**config.mk**
```make
export PLATFORM = sky130hd
export DESIGN_NAME = fifo_rd_stream_out
export DESIGN_NICKNAME = d
export VERILOG_FILES = /design/src/rtl/fifo_rd_stream_out.sv
export SDC_FILE = /design/constraint.sdc
export NUM_CORES = 1
export LEC_CHECK = 0
export BUFFER_PORTS_ARGS = -buffer_cell sky130_fd_sc_hd__buf_2
export CAP_MARGIN = 20
export CORE_MARGIN = 2
export CORE_UTILIZATION = 54
export CTS_CLUSTER_DIAMETER = 150
export CTS_CLUSTER_SIZE = 14
export DETAILED_ROUTE_END_ITERATION = 6
export GPL_TIMING_DRIVEN = 0
export PLACE_DENSITY = 0.91
export SYNTH_ARGS = -nofsm -noshare
export SYNTH_HDL_FRONTEND = slang
export SYNTH_SLANG_ARGS = --single-unit
```
**constraint.sdc**
```tcl
create_clock -name r_clk -period 4.05 [get_ports r_clk]
set_clock_uncertainty 0.15 [all_clocks]
set_input_delay 0.81 -clock r_clk [delete_from_list [all_inputs] [get_ports r_clk]]
set_output_delay 0.81 -clock r_clk [all_outputs]
set_load 0.005 [all_outputs]
```
**src/rtl/fifo_rd_stream_out.sv**
```systemverilog
// Read-side output stage of the async FIFO: credit-based pop generation plus a 2-entry valid/ready output buffer.
// Optional beat counter output enabled by defining FIFO_RD_STREAM_CNT_EN.
module fifo_rd_stream_out #(
   parameter int DATA_WIDTH = 8
) (
   input  logic                  r_clk,
   input  logic                  rresetn,
   input  logic                  flush,
   input  logic                  empty,
   input  logic                  fifo_rd_enable,
   input  logic [DATA_WIDTH-1:0] rd_data,
   output logic                  rd_enable,
   output logic                  m_tvalid,
   output logic [DATA_WIDTH-1:0] m_tdata,
   input  logic                  m_tready
`ifdef FIFO_RD_STREAM_CNT_EN
   ,
   output logic [15:0]           beat_cnt
`endif
);

   localparam logic [1:0] IDLE = 2'd0;
   localparam logic [1:0] ONE  = 2'd1;
   localparam logic [1:0] FULL = 2'd2;

   logic [1:0]            cnt;
   logic [1:0]            cnt_next;
   logic                  pend;
   logic [DATA_WIDTH-1:0] second;
   logic                  pop;
   logic [2:0]            credit_sum;

   // m_tvalid mirrors cnt != 0, so a pop never underflows the occupancy sum
   assign pop        = m_tvalid & m_tready;
   assign credit_sum = {1'b0, cnt} + {2'b00, pend} - {2'b00, pop};

   // Flush forces a pop so the read-pointer logic can rewind its pointer
   assign rd_enable = rresetn & (flush | (!empty & (credit_sum < 3'd2)));

   always_comb begin
      cnt_next = credit_sum[1:0];
      if (credit_sum > 3'd2) begin
         cnt_next = FULL;
      end
   end

   always_ff @(posedge r_clk or negedge rresetn) begin
      if (!rresetn) begin
         cnt      <= IDLE;
         pend     <= 1'b0;
         m_tvalid <= 1'b0;
         m_tdata  <= '0;
         second   <= '0;
      end else if (flush) begin
         cnt      <= IDLE;
         pend     <= 1'b0;
         m_tvalid <= 1'b0;
      end else begin
         cnt      <= cnt_next;
         pend     <= fifo_rd_enable;
         m_tvalid <= (cnt_next != IDLE);
         case (cnt)
            IDLE: begin
               if (pend) begin
                  m_tdata <= rd_data;
               end
            end
            ONE: begin
               if (pend && pop) begin
                  m_tdata <= rd_data;
               end else if (pend) begin
                  second <= rd_data;
               end
            end
            FULL: begin
               if (pop) begin
                  m_tdata <= second;
                  if (pend) begin
                     second <= rd_data;
                  end
               end
            end
            default: begin
            end
         endcase
      end
   end

`ifdef FIFO_RD_STREAM_CNT_EN
   always_ff @(posedge r_clk or negedge rresetn) begin
      if (!rresetn) begin
         beat_cnt <= 16'd0;
      end else if (flush) begin
         beat_cnt <= 16'd0;
      end else if (pop) begin
         beat_cnt <= beat_cnt + 16'd1;
      end
   end
`endif

endmodule
```
* Word-level counts from Yosys, hierarchy flattened
Cells that the tools add are included.
W data, S select, Z words.
** Operators by class
- Divide/modulo/power cells :: 0
- Shift operators :: 0
- Magnitude comparators :: 2
- Equality and inequality tests :: 6
- Multiply operators :: 0
- Bitwise operators :: 5
- $add $sub $neg :: 2
- Reduce and logical (&&, ||, !) cells :: 8
- Mux-type cells :: 12
** Operators with widths (count)
- $mux W8 :: 6
- $pmux W8 S3 :: 1
- $pmux W8 S2 :: 1
- $ne A2 B2 Y1 const B :: 4
- $reduce_and A5 Y1 :: 1
- $mux W2 :: 2
- $reduce_and A4 Y1 :: 1
- $reduce_bool A2 Y1 :: 2
- $add A2 B1 Y3 :: 1
- $and A1 B1 Y1 :: 3
- $gt A3 B2 Y1 const B :: 1
- $lt A3 B2 Y1 const B :: 1
- $reduce_bool A3 Y1 :: 1
- $sub A3 B1 Y3 :: 1
- $eq A2 B1 Y1 const B :: 1
- $eq A2 B2 Y1 const B :: 1
- $logic_not A2 Y1 :: 1
- $mux W1 :: 2
- $logic_and A1 B1 Y1 :: 1
- $logic_not A1 Y1 :: 1
- $not A1 Y1 :: 1
- $or A1 B1 Y1 :: 1
** Word-level totals
- Bits in read-only memories :: 0
- Flip-flop bits (word level) :: 20
- Memories kept :: 0
- Memory bits (writable) :: 0
- Latch bits :: 0
- Input port bits :: 14

* Logic depth before layout (Yosys ltp)
- Depth in word-level cells :: 6
- Gate-level depth with buffers :: 8
- Depth with buffers taken out :: 8

* Least setup slack after synthesis
Ideal clock, no wire load.
- Path type :: input -> output
- Start point :: input m_tready
- End point :: output rd_enable
- Arrival :: 2.063 ns
- Cell stages on the path :: 8
- Setup slack :: 1.027 ns
- Data required time :: 3.090 ns
- Cell sequence :: nand2_1 -> xnor2_1 -> ha_1 -> inv_1 -> fa_1 -> xnor2_1 -> a21oi_1 -> a211oi_1
** On the way
- Cells in the longest elaborated chain, start to end :: 6
** Ends and longest elaborated chain
- start: declaration :: RTL line 15 : input logic m_tready
- $and A1 B1 Y1 :: RTL line 34 : assign pop = m_tvalid & m_tready;
- $sub A3 B1 Y3 :: RTL line 35 : assign credit_sum = {1'b0, cnt} + {2'b00, pend} - {2'b00, pop};
- $lt A3 B2 Y1 :: RTL line 38 : assign rd_enable = rresetn & (flush | (!empty & (credit_sum < 3'd2)));
- $and A1 B1 Y1 :: RTL line 38
- $or A1 B1 Y1 :: RTL line 38
- $and A1 B1 Y1 :: RTL line 38
- end: declaration :: RTL line 12 : output logic rd_enable,
Every way passes these cells.

* Final worst setup path
Same ends and word-level chain as after synthesis.

==> flow_metrics.env <==
export IMPL_status="complete, no violations"
export IMPL_cts_hold_buf=0
export IMPL_std_cell_rows=15
export IMPL_synth_most_common_cell="dfrtp_1"
export IMPL_rsz0062_at_grt="false"
export IMPL_track_usage_pct=17.4
export IMPL_syn_instance_count=75
export IMPL_routabilityCongestion=0.763
export IMPL_synth_edf_count=0
export IMPL_power_density_nw_per_um2=660
export IMPL_netlist_top_cells_count="dfrtp_1 (20), nand2_1 (9), mux2_2 (8), mux2i_1 (8), o21ai_0 (7)"
export IMPL_yosys_register_bits=20
export IMPL_synth_fp_nets=91
export IMPL_io_pins=24
export IMPL_area_growth_pct=20.0
export IMPL_grt_start_max_net_pins=22
export IMPL_fin_setup_tns_ns=0
export IMPL_grt_pass1_vias=604
export IMPL_first_pass_iters=4
export IMPL_design_die_area_um2=2100
export IMPL_cts_sinks=20
export IMPL_globalRouteMet2Util_pct=26.9
export IMPL_gr_usage_met1_pct=20.9
export IMPL_min_period_ns=3.36
export IMPL_h_tree_depth=1
export IMPL_path_class="primary input to output port"
export IMPL_start_util_pct=56.0
export IMPL_relSlewSlack_pct=69.8
export IMPL_grt_busiest_layer="met2"
export IMPL_die_h_um=45.9
export IMPL_layout_nets=119
export IMPL_layout_drive_gt1_share_pct=38.2
export IMPL_numCtsBuffers=3
export IMPL_clock_latency_ns=0.30
export IMPL_post_cts_resize_count=0
export IMPL_totalWireLength_um=1590
export IMPL_antenna_cells=0
export IMPL_end_kind="output port"
export IMPL_yosys_top_cells_area="dfrtp_1 (53%), mux2_2 (9.5%), mux2i_1 (8.5%)"
export IMPL_syn_mean_instance_area_um2=12.6
export IMPL_vias_per_cell=5.34
export IMPL_die_w_um=45.9
export IMPL_use_met3_pct=5.56
export IMPL_crit_required_ns=3.09
export IMPL_ir_worst_vdd_v=0.000350
export IMPL_clock_fmax_ghz=0.298
export IMPL_synth_ff_type="dfrtp_1"
export IMPL_detail_route_antenna_nets=0
export IMPL_clk_path_buf_depth=2
export IMPL_synth_top_area_share_pct=52.9
export IMPL_post_dp_hpwl_um=1210
export IMPL_cts_root_buf="clkbuf_4"
export IMPL_startpoint_type="primary input"
export IMPL_p_leak_nw=0.577
export IMPL_drc=0
export IMPL_num_vias=636
export IMPL_critPathArrivalTime_ns=2.40
export IMPL_worst_path_max_fanout=3
export IMPL_async_flop_share_pct=100
export IMPL_syn_area_um2=946
export IMPL_power_mw=0.749
export IMPL_antenna_found_initial=0
export IMPL_finalCritPeriodShare_pct=83.0
export IMPL_synth_top_cell_by_area="dfrtp_1"
export IMPL_seq_area_frac_synth_pct=52.9
export IMPL_coreArea_um2=1690
export IMPL_cts_tree="built"
export IMPL_drv_slew=0
export IMPL_utilization_pct=67.2
export IMPL_ys_warn_count=0
export IMPL_worst_hold_path_type="primary input to asynchronous set/reset pin"
export IMPL_drt_iter0_markers=15
export IMPL_cap_violations=0
export IMPL_overflow=0
export IMPL_port_buffers=23
export IMPL_clk_pin_slew_worst_paths_ns=0.11
export IMPL_tightest_slew_ns=0.453
export IMPL_cts_setup_buffers=0
export IMPL_grt_first_pass_wirelength_um=2500
export IMPL_wl_per_cell_um=13.3
export IMPL_finalHoldViolations=0
export IMPL_setup_violations=0
export IMPL_ys_types=23
## per-stage QoR
| step | hold slack [ns] | instances | cell area (um^2) | worst slack [ns] |
|---|---|---|---|---|
| after floorplan | 0.320 | 75 | 946 | 1.03 |
| after global placement | 0.306 | 115 | 1080 | 0.778 |
| after detailed placement | 0.314 | 115 | 1080 | 0.682 |
| after CTS | 0.290 | 119 | 1130 | 0.672 |
| after global routing | 0.306 | 119 | 1130 | 0.500 |
| final | 0.292 | 119 | 1130 | 0.691 |
## final timing paths
kind	start	end	slack, ns	depth (start not counted)
setup / recovery	m_tready	rd_enable	0.69	10
hold reg to reg	m_tdata[5]	m_tdata[5]	0.34	2
min in group r_clk	m_tdata[5]	m_tdata[5]	0.34	2
setup reg to reg	m_tvalid	m_tvalid	2.06	8
max in group asynchronous	rresetn	m_tdata[4]	3.15	1
hold / removal	rresetn	m_tdata[5]	0.29	1
## state kept, by name, indices dropped and copies added, names as in the netlist
signal and cells:
m_tdata 8, second 8, cnt 2, m_tvalid 1, pend 1
## layout make-up
class / count / area [um^2]
Sequential cell: 20 / 500
Fill cell: 128 / 554
Multi-Input combinational cell: 50 / 418
Clock inverter: 1 / 30.0
Timing Repair Buffer: 23 / 115
Inverter: 3 / 11.3
Clock buffer: 3 / 22.5
Tap cell: 17 / 21.3
Buffer: 2 / 16.3
## kinds of logic (layout without fill, tap and decap cells)
family	count (synthesis)	in the layout	share of synthesized area [%]
flops	20	20	52.9
fa+ha+maj	2	2	3.44
simple gates	17	17	10.1
mux	16	16	18.0
xor+xnor	2	2	1.85
compound gates	13	13	10.8
buf+inv	5	32	2.91
## layout by cell type (no fill, tap or decap)
master / Yosys / routed
buf_2: 0 / 23
dfrtp_1: 20 / 20
nand2_1: 9 / 9
mux2i_1: 8 / 8
mux2_2: 8 / 8
o21ai_0: 7 / 7
inv_1: 3 / 3
clkbuf_4: 0 / 3
xnor2_1: 2 / 2
nor2b_1: 2 / 2
and4b_1: 2 / 2
nor2_1: 1 / 1
and4_1: 1 / 1
a21oi_1: 1 / 1
a211oi_1: 1 / 1
a21o_1: 1 / 1
nor3b_1: 1 / 1
o31ai_4: 1 / 1
buf_6: 1 / 1
clkbuf_2: 1 / 1
o21ai_1: 1 / 1
and3b_1: 1 / 1
o211ai_4: 1 / 1
fa_1: 1 / 1
ha_1: 1 / 1
bufinv_16: 0 / 1
## worst max-delay path, stage by stage
cell      delay [ns]
buf_2           0.11
nand2_1         0.10
xnor2_1         0.13
ha_1            0.16
inv_1           0.05
fa_1            0.37
xnor2_1         0.20
a21oi_1         0.13
a211oi_1        0.19
buf_2           0.15
## power by group
part,switching [mW],internal [mW]
combinational,0.125,0.141
sequential,0.0465,0.276
clock,0.0597,0.0999
## per-layer routing
metal	share of wire, %	vias to the layer above	routed length, um
li1	-	320	-
met1	45	298	716
met2	49	16	772
met3	5.0	2	79
met4	1.1	0	18
met5	0	-	0
Power figures use the tool's default switching activity.
